[src/rtl/fetch_queue_if.sv]
// Bundle of the fetch stage's decode-side and instruction-memory-side signals.
// The master modport is the fetch stage; the slave modport is the surrounding
// environment (decode plus instruction memory).
interface fetch_queue_if #(
  parameter int BUS_DATA_WIDTH = 64
);
  logic                      inStall;
  logic                      inRedirect;
  logic [BUS_DATA_WIDTH-1:0] inRedirectPc;
  logic                      outReqValid;
  logic [BUS_DATA_WIDTH-1:0] outReqAddr;
  logic                      inReqReady;
  logic                      inRespValid;
  logic [31:0]               inRespData;
  logic [BUS_DATA_WIDTH-1:0] outPc;
  logic [31:0]               outIns;
  logic                      outValid;

  modport master (
    input  inStall, inRedirect, inRedirectPc, inReqReady, inRespValid, inRespData,
    output outReqValid, outReqAddr, outPc, outIns, outValid
  );

  modport slave (
    output inStall, inRedirect, inRedirectPc, inReqReady, inRespValid, inRespData,
    input  outReqValid, outReqAddr, outPc, outIns, outValid
  );
endinterface

[src/rtl/fetch_queue.sv]
// Instruction-fetch stage: issues in-order 32-bit reads, pairs each response
// with its PC, buffers them in a small circular queue and hands one registered
// {pc, instruction} pair per cycle to decode. A redirect flushes everything and
// turns outstanding requests into "stale" responses that are silently dropped.
module fetch_queue #(
  parameter int                        BUS_DATA_WIDTH = 64,
  parameter logic [BUS_DATA_WIDTH-1:0] RESET_PC       = '0,
  parameter int                        QUEUE_DEPTH    = 4
) (
  input  logic          clk,
  input  logic          reset,
  fetch_queue_if.master bus
);
  localparam int          W   = BUS_DATA_WIDTH;
  localparam int          PW  = $clog2(QUEUE_DEPTH);
  localparam int          CW  = $clog2(QUEUE_DEPTH) + 1;
  localparam logic [31:0] NOP = 32'h0000_0013;

  typedef enum logic {RUN, DRAIN} state_e;

  typedef struct packed {
    logic [W-1:0] pc;
    logic [31:0]  ins;
  } entry_t;

  state_e        state_q, state_d;
  logic [W-1:0]  fetch_pc_q, fetch_pc_d;
  logic [W-1:0]  resp_pc_q, resp_pc_d;
  logic [CW-1:0] count_q, count_d;
  logic [CW-1:0] live_q, live_d;
  logic [CW-1:0] stale_q, stale_d;
  logic [PW-1:0] head_q, head_d;
  logic [PW-1:0] tail_q, tail_d;
  logic [W-1:0]  out_pc_q, out_pc_d;
  logic [31:0]   out_ins_q, out_ins_d;
  logic          out_valid_q, out_valid_d;
  entry_t        queue_q [QUEUE_DEPTH];

  logic req_valid, accept, push, drop, pop;

  // Request credit: room in the queue for every live request, and never more
  // than QUEUE_DEPTH responses (live or stale) outstanding at the memory.
  always_comb begin
    req_valid = !reset && !bus.inRedirect
             && ((CW+1)'(count_q) + (CW+1)'(live_q) < (CW+1)'(QUEUE_DEPTH))
             && ((CW+1)'(live_q) + (CW+1)'(stale_q) < (CW+1)'(QUEUE_DEPTH));
    accept    = req_valid && bus.inReqReady;
    push      = bus.inRespValid && !bus.inRedirect && (state_q == RUN);
    drop      = bus.inRespValid && !bus.inRedirect && (state_q == DRAIN);
    pop       = !bus.inStall && !bus.inRedirect && (count_q != '0);
  end

  assign bus.outReqValid = req_valid;
  assign bus.outReqAddr  = fetch_pc_q;
  assign bus.outPc       = out_pc_q;
  assign bus.outIns      = out_ins_q;
  assign bus.outValid    = out_valid_q;

  // Datapath next-state: PCs, queue pointers, credit counters, output pair.
  always_comb begin
    // NOTE: every variable gets a default before any branch so no path leaves
    // it unassigned, which would otherwise infer a latch.
    fetch_pc_d  = fetch_pc_q;
    resp_pc_d   = resp_pc_q;
    count_d     = count_q;
    live_d      = live_q;
    stale_d     = stale_q;
    head_d      = head_q;
    tail_d      = tail_q;
    out_pc_d    = out_pc_q;
    out_ins_d   = out_ins_q;
    out_valid_d = out_valid_q;

    if (bus.inRedirect) begin
      // Everything requested so far becomes stale; a response arriving this
      // cycle retires one of them immediately.
      fetch_pc_d  = bus.inRedirectPc;
      resp_pc_d   = bus.inRedirectPc;
      count_d     = '0;
      head_d      = '0;
      tail_d      = '0;
      live_d      = '0;
      stale_d     = stale_q + live_q - CW'(bus.inRespValid);
      out_ins_d   = NOP;
      out_valid_d = 1'b0;
    end else begin
      if (accept) fetch_pc_d = fetch_pc_q + W'(4);
      if (push) begin
        resp_pc_d = resp_pc_q + W'(4);
        tail_d    = tail_q + PW'(1);
      end
      if (pop) head_d = head_q + PW'(1);
      count_d = count_q + CW'(push) - CW'(pop);
      live_d  = live_q + CW'(accept) - CW'(push);
      stale_d = stale_q - CW'(drop);

      // Output register only reads the queue head; a same-cycle push is not
      // forwarded, so a fresh entry reaches decode one cycle after landing.
      if (!bus.inStall) begin
        if (count_q != '0) begin
          out_pc_d    = queue_q[head_q].pc;
          out_ins_d   = queue_q[head_q].ins;
          out_valid_d = 1'b1;
        end else begin
          out_ins_d   = NOP;
          out_valid_d = 1'b0;
        end
      end
    end
  end

  // Drain FSM: DRAIN while stale responses are still owed by the memory.
  always_comb begin
    state_d = state_q;
    case (state_q)
      RUN:     if (stale_d != '0) state_d = DRAIN;
      DRAIN:   if (stale_d == '0) state_d = RUN;
      default: state_d = RUN;
    endcase
  end

  // Control and output registers with synchronous reset.
  always_ff @(posedge clk) begin
    // NOTE: sequential state uses non-blocking assignments so every register
    // samples the pre-edge values regardless of statement order.
    if (reset) begin
      state_q     <= RUN;
      fetch_pc_q  <= RESET_PC;
      resp_pc_q   <= RESET_PC;
      count_q     <= '0;
      live_q      <= '0;
      stale_q     <= '0;
      head_q      <= '0;
      tail_q      <= '0;
      out_pc_q    <= '0;
      out_ins_q   <= NOP;
      out_valid_q <= 1'b0;
    end else begin
      state_q     <= state_d;
      fetch_pc_q  <= fetch_pc_d;
      resp_pc_q   <= resp_pc_d;
      count_q     <= count_d;
      live_q      <= live_d;
      stale_q     <= stale_d;
      head_q      <= head_d;
      tail_q      <= tail_d;
      out_pc_q    <= out_pc_d;
      out_ins_q   <= out_ins_d;
      out_valid_q <= out_valid_d;
    end
  end

  // Queue storage write port.
  always_ff @(posedge clk) begin
    // NOTE: storage is deliberately not reset; count/head/tail define which
    // entries are meaningful, so stale contents are never observed.
    if (push) queue_q[tail_q] <= '{pc: resp_pc_q, ins: bus.inRespData};
  end
endmodule

[src/flat_wrapper.sv]
// flat-port wrapper written by rule: the top's interface ports become plain ports
module fetch_queue_flat 
#(
  parameter int                        BUS_DATA_WIDTH = 64,
  parameter logic [BUS_DATA_WIDTH-1:0] RESET_PC       = '0,
  parameter int                        QUEUE_DEPTH    = 4
)
  (clk, reset, bus_inStall, bus_inRedirect, bus_inRedirectPc, bus_inReqReady, bus_inRespValid, bus_inRespData, bus_outReqValid, bus_outReqAddr, bus_outPc, bus_outIns, bus_outValid);
  fetch_queue_if #(.BUS_DATA_WIDTH(BUS_DATA_WIDTH)) bus_i ();
  input  logic clk;
  input  logic reset;
  input wire logic [$bits(bus_i.inStall)-1:0] bus_inStall;
  input wire logic [$bits(bus_i.inRedirect)-1:0] bus_inRedirect;
  input wire logic [$bits(bus_i.inRedirectPc)-1:0] bus_inRedirectPc;
  input wire logic [$bits(bus_i.inReqReady)-1:0] bus_inReqReady;
  input wire logic [$bits(bus_i.inRespValid)-1:0] bus_inRespValid;
  input wire logic [$bits(bus_i.inRespData)-1:0] bus_inRespData;
  output wire logic [$bits(bus_i.outReqValid)-1:0] bus_outReqValid;
  output wire logic [$bits(bus_i.outReqAddr)-1:0] bus_outReqAddr;
  output wire logic [$bits(bus_i.outPc)-1:0] bus_outPc;
  output wire logic [$bits(bus_i.outIns)-1:0] bus_outIns;
  output wire logic [$bits(bus_i.outValid)-1:0] bus_outValid;
  assign bus_i.inStall = bus_inStall;
  assign bus_i.inRedirect = bus_inRedirect;
  assign bus_i.inRedirectPc = bus_inRedirectPc;
  assign bus_i.inReqReady = bus_inReqReady;
  assign bus_i.inRespValid = bus_inRespValid;
  assign bus_i.inRespData = bus_inRespData;
  assign bus_outReqValid = bus_i.outReqValid;
  assign bus_outReqAddr = bus_i.outReqAddr;
  assign bus_outPc = bus_i.outPc;
  assign bus_outIns = bus_i.outIns;
  assign bus_outValid = bus_i.outValid;
  fetch_queue #(.BUS_DATA_WIDTH(BUS_DATA_WIDTH), .RESET_PC(RESET_PC), .QUEUE_DEPTH(QUEUE_DEPTH)) u_core (.clk(clk), .reset(reset), .bus(bus_i));
endmodule
[config.mk]
export PLATFORM = sky130hd
export DESIGN_NAME = fetch_queue_flat
export DESIGN_NICKNAME = d
export VERILOG_FILES = /design/src/rtl/fetch_queue_if.sv /design/src/rtl/fetch_queue.sv /design/src/flat_wrapper.sv
export SDC_FILE = /design/constraint.sdc
export NUM_CORES = 1
export LEC_CHECK = 0
export CORE_ASPECT_RATIO = 0.5
export CORE_MARGIN = 2
export CORE_UTILIZATION = 45
export CTS_CLUSTER_SIZE = 16
export DETAILED_ROUTE_END_ITERATION = 7
export PLACE_DENSITY = 0.66
export SETUP_SLACK_MARGIN = 0.2
export SLEW_MARGIN = 20
export SYNTH_ARGS = -nofsm -noshare
export SYNTH_HDL_FRONTEND = slang
export SYNTH_SLANG_ARGS = --single-unit
[constraint.sdc]
create_clock -name clk -period 6 [get_ports clk]
set_clock_uncertainty 0.15 [all_clocks]
set_input_delay 1.5 -clock clk [delete_from_list [all_inputs] [get_ports clk]]
set_output_delay 1.5 -clock clk [all_outputs]
set_load 0.02 [all_outputs]
==> results of run 1 <==
layer usage:
metal	wire length (um)	share of wire, %
met4	2084	3.1
met2	31320	47
met1	28640	43
met5	0	0
met3	4675	7.0
state kept, by name, summed over array words and instances, names as in the netlist, named ones only:
register and count:
u_core.stale_q 3, u_core.bus.outReqAddr 64, u_core.bus.outIns 32, u_core.bus.outValid 1, u_core.live_q 3, u_core.state_q 1, u_core.queue_q 384, u_core.bus.outPc 64
u_core.head_q 2, u_core.resp_pc_q 64, u_core.tail_q 2, u_core.count_q 3
metrics by stage:
step / utilization (%) / hold WS, ns / setup slack [ns] / cells
4_1_cts: 55.07 / 0.3051 / 1.233 / 2995
5_1_grt: 55.07 / 0.3242 / 1.124 / 2997
2_1_floorplan: - / 0.3100 / 0.7291 / 1959
3_3_place_gp: 51.76 / 0.2943 / 1.212 / 2891
3_5_place_dp: 51.76 / 0.2963 / 1.235 / 2891
6_report: 55.08 / 0.3016 / 1.238 / 2998
layout make-up:
type	count	share of cell area, %
Tap cell	756	3.087
Inverter	38	0.4899
Sequential cell	625	53.39
Clock inverter	36	1.253
Antenna cell	3	0.02450
Multi-Input combinational cell	1179	27.44
Timing Repair Buffer	293	9.558
Clock buffer	68	4.752
power by group through the flow:
stage	combinational [W]	sequential, W	clock (W)
after floorplan	0.000346	0.00493	0
after global placement	0.000679	0.00494	0
after detailed placement	0.000685	0.00495	0
after CTS	0.000689	0.00486	0.00368
after global routing	0.000739	0.00487	0.00385
final	0.000688	0.00486	0.00362
cell usage after synthesis (7+ instances only):
master                     count  share of area [%]
sky130_fd_sc_hd__edfxtp_1    384                 45
sky130_fd_sc_hd__nand2_1     245                3.6
sky130_fd_sc_hd__dfxtp_1     241                 19
sky130_fd_sc_hd__a21oi_1     133                2.6
sky130_fd_sc_hd__nor2_1      117                1.7
sky130_fd_sc_hd__mux4_2       96                8.5
sky130_fd_sc_hd__clkbuf_1     87                1.3
sky130_fd_sc_hd__nand3_1      60                1.2
sky130_fd_sc_hd__nand4_1      56                1.4
sky130_fd_sc_hd__o21ai_0      48               0.95
sky130_fd_sc_hd__a22oi_1      44                1.3
sky130_fd_sc_hd__xnor2_1      36                1.2
sky130_fd_sc_hd__inv_1        35               0.52
sky130_fd_sc_hd__xor2_1       35                1.2
sky130_fd_sc_hd__nor3_1       31               0.61
sky130_fd_sc_hd__a31oi_1      26               0.64
sky130_fd_sc_hd__and3_1       25               0.62
sky130_fd_sc_hd__a211oi_1     19               0.56
sky130_fd_sc_hd__ha_1         19               0.94
sky130_fd_sc_hd__nor4_1       18               0.44
sky130_fd_sc_hd__o22ai_1      18               0.44
sky130_fd_sc_hd__buf_1        17               0.25
sky130_fd_sc_hd__and2_1       16               0.39
sky130_fd_sc_hd__and4_1       14               0.48
sky130_fd_sc_hd__or3_1        14               0.35
sky130_fd_sc_hd__o211ai_1      9               0.27
sky130_fd_sc_hd__buf_2         8               0.16
sky130_fd_sc_hd__or4_1         7               0.21
path summary, 6_finish.rpt:
| check | slack [ns] | to |
|---|---|---|
| worst max-delay path | 1.24 | bus_outReqValid |
| worst max register to register | 2.70 | u_core.bus.outReqAddr[43] |
| worst min-delay path | 0.30 | u_core.bus.outPc[10] |
| worst min register to register | 0.30 | u_core.bus.outPc[10] |
critical path: stages:
cell and delay, ns:
sky130_fd_sc_hd__buf_6 0.19, sky130_fd_sc_hd__nor4_1 0.55, sky130_fd_sc_hd__o211a_1 0.25, sky130_fd_sc_hd__clkdlybuf4s50_1 0.61
cell families after synthesis:
| kind of cell | share of synthesized area, % |
|---|---|
| xor+xnor | 2.451 |
| simple gates | 12.02 |
| compound gates | 8.256 |
| flops | 64.47 |
| fa+ha+maj | 1.174 |
| mux | 9.114 |
| buf+inv | 2.510 |
==> reports/metrics.cfg, run 1 <==
[status]
status=completed

[grt]
gr_layer_usage_met1_pct=31.62
met3_usage_pct=3.188
global_route.usage.total_pct=22.36
maximum_number_of_pins_on_one_net_before_global_route_repair=75
groute.layer.met2.usage_pct=35.71
grt_first_pass_wirelength_um=99530
globalRoute.busiestLayer=met2
global_route.overflow_total=0
antenna_found_initial=2
first_global_vias=16210

[clock_tree]
htreeDepth=2
clock_sinks=625
cts_buffers=55
clk_pin_slew_worst_paths_ns=0.06
postCtsResizedCells=0
cts_buffer_depth=3
clock-root-buffer=sky130_fd_sc_hd__clkbuf_16
tritoncts=built
insertion_delay_ns=0.60
cts_hold_buf=0
post-cts-setup-buffers=0

[power_and_ir_drop]
share_seq_of_total_power_pct=53.0
power_report.internal_total_w=0.007042
power.density_nw_per_um2=299.1
clock_power_share_pct=39.5
power.leakage_nw=9.726
sw_frac_of_total_pct=23.18
vdd_drop_max_uv=236.1
power_w=0.009167
switching_power_w=0.002125
comb_power_share_pct=7.5

[yosys]
synthesis.area_per_instance_um2=12.95
synthesis.area_um2=25370
synth-edff-count=384
synth-async-reset-ratio_pct=0
gate_count_of_the_mapped_netlist=1959
postSynthRegisterBits=625
ys_types=73
yosys_warnings=0
yosysSeqAreaShare_pct=64.47
ys_dominant_reg_cell=sky130_fd_sc_hd__edfxtp_1
postSynthNetCount=2083

[worst_hold_path]
hp-class=flop to flop
timing.hold.worst.start=u_core.bus.outPc[10]
hold_path_depth=2

[timing]
period_needed_ns=4.762
rsz0062_at_grt=false
tightestPinTransition_ns=1.144
fmax_ghz=0.2100
post-route-period-util_pct=79.37
final.setup.tns_ns=0
relative_slew_slack_pct=23.08
finalSetupViolCount=0
report.final.hold_viol_count=0
slew_viol_final=0

[die]
io-pin-count=264
die_height_um=171.9
fp-row-count=61
start_util_pct=45.60
floorplan.die_area_um2=58410
chipWidth_um=339.8
core_area_um2=55640

[placed_design]
numPortBuffers=263
placed_area_um2=28800
finalWeightedCongestion=0.9013
place_hpwl_um=44780

[cells_and_area]
area_growth_syn_to_layout_pct=20.80
layout.cells.most_common_list=sky130_fd_sc_hd__edfxtp_1 (384), sky130_fd_sc_hd__clkdlybuf4s50_1 (261), sky130_fd_sc_hd__nand2_1 (244)
final_common_cell=sky130_fd_sc_hd__edfxtp_1
layout.filler_cells=4562
nNetsFinal=2316
postLayoutCellArea_um2=30650
sequential_cell_area_um2=16360
multi_input_comb_area_um2=8409
final_layout_size_suffix_gt1_share_pct=10.94

[detailed_routing]
first_pass_iteration_count_of_the_detailed_router=5
detail_route.vias_per_cell=5.739
route.detailed.wl_per_inst_um=22.25
route.detailed.drc=0
detailedRoute.firstIterationViolations=1673
routed_wirelength_um=66720
num_vias=17210
postRouteAntennaNets=0

[critical_path]
r2r-start=u_core.bus.outReqAddr[12]
cp_data_arrival_time_ns=3.11
worstSetupStartpointType=primary input
timing.setup.critical_path_class=primary input to primary output
crit_required_ns=4.35
critical_path.startpoint=reset
timing.critical_path.fanout_max=47
worst-r2r-cell-count=6
worst_setup_path_end_kind=primary output

[flow_run]
drv.max_cap_violation_count=0

Power figures use the tool's default switching activity.
==> inputs of run 2 (changes only) <==
--- a/config.mk
+++ b/config.mk
@@ -10,7 +10,7 @@
 export CORE_UTILIZATION = 45
 export CTS_CLUSTER_SIZE = 16
 export DETAILED_ROUTE_END_ITERATION = 7
-export PLACE_DENSITY = 0.66
+export PLACE_DENSITY = 0.68
 export SETUP_SLACK_MARGIN = 0.2
 export SLEW_MARGIN = 20
 export SYNTH_ARGS = -nofsm -noshare
==> constraint.sdc (replaced) <==
create_clock -name clk -period 4.3 [get_ports clk]
set_clock_uncertainty 0.15 [all_clocks]
set_input_delay 1.075 -clock clk [delete_from_list [all_inputs] [get_ports clk]]
set_output_delay 1.075 -clock clk [all_outputs]
set_load 0.02 [all_outputs]
==> run 2 against run 1 <==
Against the previous run:
- register-to-register slack lost 1.5 ns
- die area is the same
- critical path depth is the same
- largest power group unchanged
- global-route usage grew 0.39 points
- non-clock buffer count grew 16
- final area grew 0.87%
- final cell count grew 0.43%
==> reports/metrics.cfg, run 2 (synthesis results as in run 1) <==
[critical_path]
worst_path_max_delay_cell=sky130_fd_sc_hd__clkdlybuf4s50_1
timing.critical_path.slowest_cell_delay_ns=0.63
worstSetupStartpointType=flop
path_cells=ha_1, nor4_1, o211a_1, clkdlybuf4s50_1
worst_r2r_endpoint=u_core.bus.outReqAddr[62]
r2r_slack_ns=1.17
critical_path.startpoint=u_core.count_q[2]
timing.setup.critical_path_class=flop to primary output
r2r-start=u_core.count_q[2]
critPathCapture=bus_outReqValid
worst_setup_path_end_kind=primary output
crit_required_ns=3.07
timing.critical_path.fanout_max=3
cp_data_arrival_time_ns=2.73
worst-r2r-cell-count=7

[cells_and_area]
postLayoutCellArea_um2=30910
final_common_cell=sky130_fd_sc_hd__edfxtp_1
final_layout_size_suffix_gt1_share_pct=11.88
area_growth_syn_to_layout_pct=21.85
layout.filler_cells=4454
nNetsFinal=2332
number_of_flip_flops_under_the_largest_register_name=384
layout.cells.most_common_list=sky130_fd_sc_hd__edfxtp_1 (384), sky130_fd_sc_hd__clkdlybuf4s50_1 (261), sky130_fd_sc_hd__nand2_1 (244)
diodes=0
largest-register=u_core.queue_q

[detailed_routing]
detail_route.vias_per_cell=5.746
route.detailed.drc=0
first_pass_iteration_count_of_the_detailed_router=6
postRouteAntennaNets=0
num_vias=17300
routed_wirelength_um=67730
route.detailed.wl_per_inst_um=22.49
detailedRoute.firstIterationViolations=1722

[timing]
relative_slew_slack_pct=29.53
tightestPinTransition_ns=1.049
post-route-period-util_pct=92.08
slew_viol_final=0
report.final.hold_viol_count=0
fmax_ghz=0.2526
final.setup.tns_ns=0
rsz0062_at_grt=false
period_needed_ns=3.959
worst_hold_margin_ns=0.3034
finalSetupViolCount=0

[die]
io-pin-count=264
start_util_pct=45.60
chipWidth_um=339.8
fp-row-count=61
die_height_um=171.9
floorplan.die_area_um2=58410
core_area_um2=55640

[grt]
grt_first_pass_wirelength_um=101500
global_route.usage.total_pct=22.74
maximum_number_of_pins_on_one_net_before_global_route_repair=174
antenna_found_initial=1
global_route.overflow_total=0
first_global_vias=16470

[power_and_ir_drop]
vdd_drop_max_uv=305.1
power.leakage_nw=9.889
power.density_nw_per_um2=418.5
power_w=0.01294

[placed_design]
place_hpwl_um=45850
finalWeightedCongestion=0.9027
placed_area_um2=29010
numPortBuffers=263

[clock_tree]
postCtsResizedCells=0
tritoncts=built
insertion_delay_ns=0.60
clock_sinks=625
cts_hold_buf=0
post-cts-setup-buffers=0
htreeDepth=2
clk_pin_slew_worst_paths_ns=0.07
cts_buffers=55
cts_buffer_depth=3
clock-root-buffer=sky130_fd_sc_hd__clkbuf_16

[worst_hold_path]
hp-class=flop to flop
hold_path_depth=2

[flow_run]
drv.max_cap_violation_count=0

[status]
status=completed

run 2: power by group:
part	internal, W	switching, W	total, W
clock	0.00299	0.00220	0.00519
sequential	0.00656	0.000220	0.00678
combinational	0.000431	0.000539	0.000970
run 2: stage by stage:
stage,std cells,setup slack (ns),utilization [%]
6_report,3011,0.3405,55.56
5_1_grt,3011,0.2661,55.56
4_1_cts,3011,0.3333,55.56
3_5_place_dp,2907,0.4442,52.13
3_3_place_gp,2907,0.5082,52.13
2_1_floorplan,1959,0.5031,-
run 2: how the worst min path moves through the flow:
| stage | from | to | slack (ns) |
|---|---|---|---|
| after floorplan | u_core.resp_pc_q[0] | u_core.queue_q[0][32] | 0.31 |
| after global placement | u_core.bus.outPc[3] | u_core.bus.outPc[3] | 0.29 |
| after detailed placement | u_core.bus.outPc[53] | u_core.bus.outPc[53] | 0.30 |
| after CTS | u_core.bus.outPc[53] | u_core.bus.outPc[53] | 0.31 |
| after global routing | u_core.bus.outPc[15] | u_core.bus.outPc[15] | 0.33 |
| final | u_core.bus.outPc[55] | u_core.bus.outPc[55] | 0.30 |
run 2: worst max-delay path: cells and delay by family, from the launching register on:
kind / cells / cell delay (ns)
AOI/OAI and AO/OA: 1 / 0.34
adders and majority gates: 1 / 0.25
buffers and inverters: 1 / 0.63
DFF: 1 / 0.39
and+or+nand+nor: 1 / 0.52
run 2: layer usage:
| metal | up-vias | routed length [um] | track usage (%) |
|---|---|---|---|
| met5 | - | 0 | 0 |
| met4 | 0 | 2136 | 7.445 |
| met3 | 131 | 5031 | 3.540 |
| met2 | 667 | 32090 | 37.28 |
| met1 | 8571 | 28470 | 31.35 |
| li1 | 7932 | - | - |
run 2: area by class of cell:
cell class	instances	area, um2	share of cell area [%]
clock buffer	77	1580	5.112
clock inverter	27	326.6	1.056
multi-input combinational	1179	8409	27.20
timing repair buffer	309	3137	10.15
tap	756	945.9	3.060
sequential	625	16360	52.93
inverter	38	150.1	0.4857
==> patch 1 (settings of run 2) <==
`BUS_DATA_WIDTH` is set to 64 in 3 places; all go to 60.
--- a/src/rtl/fetch_queue_if.sv
+++ b/src/rtl/fetch_queue_if.sv
@@ -3,5 +3,5 @@
 // environment (decode plus instruction memory).
 interface fetch_queue_if #(
-  parameter int BUS_DATA_WIDTH = 64
+  parameter int BUS_DATA_WIDTH = 60
 );
   logic                      inStall;
--- a/src/rtl/fetch_queue.sv
+++ b/src/rtl/fetch_queue.sv
@@ -4,5 +4,5 @@
 // turns outstanding requests into "stale" responses that are silently dropped.
 module fetch_queue #(
-  parameter int                        BUS_DATA_WIDTH = 64,
+  parameter int                        BUS_DATA_WIDTH = 60,
   parameter logic [BUS_DATA_WIDTH-1:0] RESET_PC       = '0,
   parameter int                        QUEUE_DEPTH    = 4
--- a/src/flat_wrapper.sv
+++ b/src/flat_wrapper.sv
@@ -2,5 +2,5 @@
 module fetch_queue_flat 
 #(
-  parameter int                        BUS_DATA_WIDTH = 64,
+  parameter int                        BUS_DATA_WIDTH = 60,
   parameter logic [BUS_DATA_WIDTH-1:0] RESET_PC       = '0,
   parameter int                        QUEUE_DEPTH    = 4
Ports: changed (resized bus_inRedirectPc, bus_outPc and bus_outReqAddr); port bits go from 264 to 252. The function was not compared with the original's and may differ.
==> patch 1 against run 2 <==
  * Maximum frequency up 0.37%
  * Count of clock-buffer cells in the layout fell by 5
  * Cell area fell by 5.7%
  * Area after synthesis is 5.0% lower
  * Largest cell class unchanged
  * Register-to-register slack better by 0.09 ns
  * Sequential cell count fell by 28
  * Die area down 4.9%
  * Wire length down 8.1%
  * Total power is 7.5% lower
  * Worst setup slack improved by 0.015 ns
  * Utilization grew 0.069 points
==> patch 1: results (changes against run 2) <==
| Metric | Value |
|---|---|
| Switch Pwr | 2.789 mW (-5.7%) |
| Multiplexer share of the synthesized area | 9.098% (-0.017 points) |
| Worst Hold Launch | u_core.bus.outPc[7]$_SDFFE_PP0P_ |
| Dpl ws | 0.7406 ns (+0.2964 ns) |
| Status | completed |
| Initial antenna violation count | 0 (-1) |
| ClkCell Share | 5.635% (-0.53 points) |
| Multi-input combinational cell count | 1105 (-6.3%) |
| CP arrival | 2.72 ns (about the same) |
| R2R Path End | u_core.count_q[2]$_SDFF_PP0_ |
| Inverter count | 36 (-5.3%) |
| Pleak | 9.286 nW (-6.1%) |
| Drt wl/cell | 22.04 µm (-2.0%) |
| Post-DP HPWL | 41390 µm (-9.7%) |
| Top post-synthesis cells by count | edfxtp_1 (368), dfxtp_1 (229), nand2_1 (229), nor2_1 (134), a21oi_1 (119) |
| Final hold slack | 0.3030 ns (-0.0004110 ns) |
| Crit path largest cell delay | 0.61 ns (-0.02 ns) |
| GPL Wtd Cong | 0.9185 (+1.8%) |
| Sequential cell count | 597 (-4.5%) |
| Post-Route WL | 62230 µm (-8.1%) |
| Total CTS buffers | 52 (-5.5%) |
| Post-Synth XOR/XNOR Area | 2.944% (+0.49 points) |
| Crit path max fanout | 5 (+2) |
| Clock Latency Late Sink | 0.58 ns (-0.02 ns) |
| Largest net degree at the start of global routing | 69 (-60%) |
| Seq/total area | 53.65% (+0.72 points) |
| R2R depth | 11 (+4) |
| Mapped Avg Cell Area | 13.07 µm² (+0.96%) |
| Cells after DPL | 2727 (-6.2%) |
| Clock buf count | 72 (-6.5%) |
| Post-synth EDFFs | 368 (-4.2%) |
| Layout cell share with drive strength beyond 1 | 11.12% (-0.76 points) |
| Hold path endpoint | u_core.bus.outPc[7]$_SDFFE_PP0P_ |
| DR iter-0 viols | 1703 (-1.1%) |
| Non-clock buffers | 288 (-6.8%) |
| Syn nets | 1963 (-5.8%) |
## patch 1: cell count changes after synthesis, sizes merged, moves of 9 or more
cell    before  now
a21boi       3   19
a21oi      133  119
and3        28   19
dfxtp      241  229
edfxtp     384  368
nand2      245  229
nand4       58   39
nor2       117  134
o21a         5   14
o21ai       53   20
or3         14    5
xnor2       36   52
## patch 1: worst max path at each step
| stage | start | end | cells after the start |
|---|---|---|---|
| final | u_core.live_q[1]$_SDFF_PP0_ | bus_outReqValid | 6 |
| after global routing | u_core.live_q[1]$_SDFF_PP0_ | bus_outReqValid | 6 |
| after CTS | u_core.live_q[1]$_SDFF_PP0_ | bus_outReqValid | 5 |
| after detailed placement | bus_inRespValid | u_core.resp_pc_q[39]$_SDFFE_PP0N_ | 8 |
| after global placement | bus_inRespValid | u_core.resp_pc_q[39]$_SDFFE_PP0N_ | 8 |
| after floorplan | bus_inRedirect | u_core.count_q[2]$_SDFF_PP0_ | 12 |
## patch 1: layer usage
metal  vias up  GRT usage [%]  share of wire [%]
li1       7395              -                  -
met1      8045          32.48                 45
met2       574          35.32                 47
met3        92          3.312                6.8
met4         0          4.665                1.8
met5         -              0                  0
## patch 1: kinds of logic (layout without fill, tap and decap cells)
logic type / after synthesis / count (layout)
and+or+nand+nor: 599 / 599
DFF: 597 / 597
AOI/OAI and AO/OA: 299 / 299
buffers and inverters: 141 / 420
muxes: 104 / 104
xor gates and xnor gates: 81 / 81
adders and majority gates: 22 / 22
## patch 1: through the flow
step	instance area, µm²	utilization [%]
2_1_floorplan	24100	-
3_3_place_gp	27510	52.48
3_5_place_dp	27510	52.48
4_1_cts	29150	55.61
5_1_grt	29160	55.63
6_report	29160	55.63
==> patch 2 (settings of run 2) <==
Made on the original files. Make the reset (`reset`) asynchronous in one clocked block. Comments in the files are not updated.
--- a/src/rtl/fetch_queue.sv
+++ b/src/rtl/fetch_queue.sv
@@ -121,5 +121,5 @@
 
   // Control and output registers with synchronous reset.
-  always_ff @(posedge clk) begin
+  always_ff @(posedge clk or posedge reset) begin
     // NOTE: sequential state uses non-blocking assignments so every register
     // samples the pre-edge values regardless of statement order.
Check against the original RTL: not equivalent (Yosys sat finds a counterexample within 4 cycles, from zero or initial values and one cycle with reset high; the reset may be asserted at any time).
==> patch 2 against run 2 <==
  * Worst setup slack got worse by 0.0058 ns
  * Critical path depth did not move
  * Sequential cell count fell by 2
  * Area after synthesis rose by 0.96%
  * Wire length fell by 3.1%
  * Synthesized cell count fell by 8.1%
  * Largest cell class unchanged
  * Cell area rose by 1.1%
  * Via count fell by 4.3%
  * Highest routed layer unchanged
  * Critical endpoint unchanged
Power is not compared: it rests on default switching activity, and its combinational part moved more than twofold at a synthesized area within 25%.
==> patch 2: results (changes against run 2) <==
| Metric | Value |
|---|---|
| All-Layer GR Usage | 22.24% (-0.50 points) |
| Dpl cell area | 0.02950 mm² (+1.7%) |
| CP arrival | 2.74 ns (about the same) |
| Clk slew on worst S/H paths | 0.07 ns (about the same) |
| DR iter-0 viols | 1527 (-11%) |
| Largest net degree at the start of global routing | 95 (-45%) |
| Cells after DPL | 2788 (-4.1%) |
| Crit path largest cell delay | 0.60 ns (-0.03 ns) |
| Max_slew headroom | 33.96% (+4.4 points) |
| Post-DP HPWL | 43800 µm (-4.5%) |
| Sw Share | between 20% and 30% |
| Worst path slowest cell | clkdlybuf4s50_1 |
| Drt first pass iters | 5 (-1) |
| Final Slew Violations | 0 (unchanged) |
| Seq/Total Area, Yosys | 68.39% (+3.9 points) |
| Root Buffer | clkbuf_16 |
| Yosys cell types | 63 (-14%) |
| Ys async rst share | 38.36% (+38 points) |
| Peak supply drop | 338.0 µV |
| Clock Latency Late Sink | 0.59 ns |
| H-tree depth | 2 (unchanged) |
| Mapped Avg Cell Area | 14.22 µm² (+9.8%) |
| Biggest register | u_core.queue_q |
| Initial antenna violation count | 0 (-1) |
| Total CTS buffers | 53 (-3.6%) |
| Layout cell share with drive strength beyond 1 | 12.99% (+1.1 points) |
| Drt wl/cell | 22.72 µm (+1.0%) |
| Top post-synthesis cells by count | edfxtp_1 (384), nand2_1 (333), dfrtp_1 (236), mux4_2 (96), o21ai_0 (79) |
| Routed via count | 16553 (-4.3%) |
| Synth area leaders | edfxtp_1 (45%), dfrtp_1 (23%), mux4_2 (8.4%), nand2_1 (4.9%), o21ai_0 (1.5%) |
| Post-synth EDFFs | 384 (unchanged) |
| GPL Wtd Cong | 0.8975 (-0.58%) |
| Crit path max fanout | 2 (-1) |
| Layout Cells excl Fill | 2888 (-4.1%) |
| Syn nets | 1925 (-7.6%) |
| HP Class | flip-flop to flip-flop |
| Pleak | about 11 nW |
| Dpl ws | 0.3131 ns (-0.1311 ns) |
| Status | completed |
| Nets@finish | 2211 (-5.2%) |
| First-pass GRT wire length | 100800 µm (-0.67%) |
| Clock Tree Buf Depth | 3 (unchanged) |
| Port bufs | 263 (unchanged) |
| Syn. warnings | 0 (unchanged) |
[patch 2: changes by cell type after synthesis, sizes merged, moves of 19 or more]
cell    change
a211oi     -19
dfxtp     -241
nor2       -60
nand2      +88
clkbuf     -22
o211ai     +24
dfrtp     +236
a22oi      -42
o21ai      +26
a22o       +29
a21oi     -113
[patch 2: kinds of logic after synthesis]
family,Yosys count,share of synthesized area (%)
multiplexers,109,9.008
AO/OA/AOI/OAI,221,5.828
flip-flops,623,68.39
buffers and inverters,130,1.944
adder cells (fa/ha/maj),22,1.163
XOR/XNOR,55,1.881
AND/OR/NAND/NOR,641,11.79
[patch 2: timing repair]
action,in CTS,in global routing
setup endpoints to repair,1,0
setup buffers,0,0
gates resized for setup,1,0
[patch 2: routing by layer]
| layer | up-vias | share of wire [%] | track usage [%] |
|---|---|---|---|
| met1 | 8446 | 42 | 30.31 |
| met5 | - | 0 | 0 |
| met2 | 604 | 49 | 36.37 |
| li1 | 7376 | - | - |
| met4 | 0 | 3.3 | 7.324 |
| met3 | 127 | 6.6 | 4.046 |
[patch 2: power groups by stage]
stage	Combinational, mW	Clock, mW	Sequential (mW)
floorplan	1.55	0	7.96
global placement	3.39	0	7.71
detailed placement	3.43	0	7.72
CTS	3.45	4.93	7.61
global route	3.68	5.18	7.69
finish	3.40	4.85	7.61
[patch 2: worst max-delay path: cells and delay by family]
| family | cells | cell delay [ns] |
|---|---|---|
| AND/OR/NAND/NOR | 1 | 0.39 |
| buffers and inverters | 2 | 1.07 |
| AO/OA/AOI/OAI | 1 | 0.20 |
[patch 2: worst paths after layout]
| kind | endpoint | cells after the start | from | slack [ns] |
|---|---|---|---|---|
| max | bus_outReqValid | 4 | reset | 0.33 |
| min | u_core.bus.outPc[14]$_DFFE_PP0P_ | 2 | u_core.bus.outPc[14]$_DFFE_PP0P_ | 0.33 |
| max reg2reg | u_core.resp_pc_q[46]$_DFFE_PP0N_ | 6 | u_core.resp_pc_q[29]$_DFFE_PP0N_ | 0.86 |
| min reg2reg | u_core.bus.outPc[14]$_DFFE_PP0P_ | 2 | u_core.bus.outPc[14]$_DFFE_PP0P_ | 0.33 |
| max in group asynchronous | u_core.bus.outIns[28]$_DFFE_PP0P_ | 3 | reset | 2.39 |
| min in group asynchronous | u_core.bus.outReqAddr[38]$_DFFE_PP0P_ | 2 | reset | 0.79 |
[patch 2: layout make-up]
type	count	area (µm²)
flip-flops and latches	623	17520
well taps	756	945.9
repair buffers	314	3213
multi-input cells	1048	7645
fillers	4461	24610
inverters	47	181.4
clock buffers	70	1471
clock inverters	30	279.0
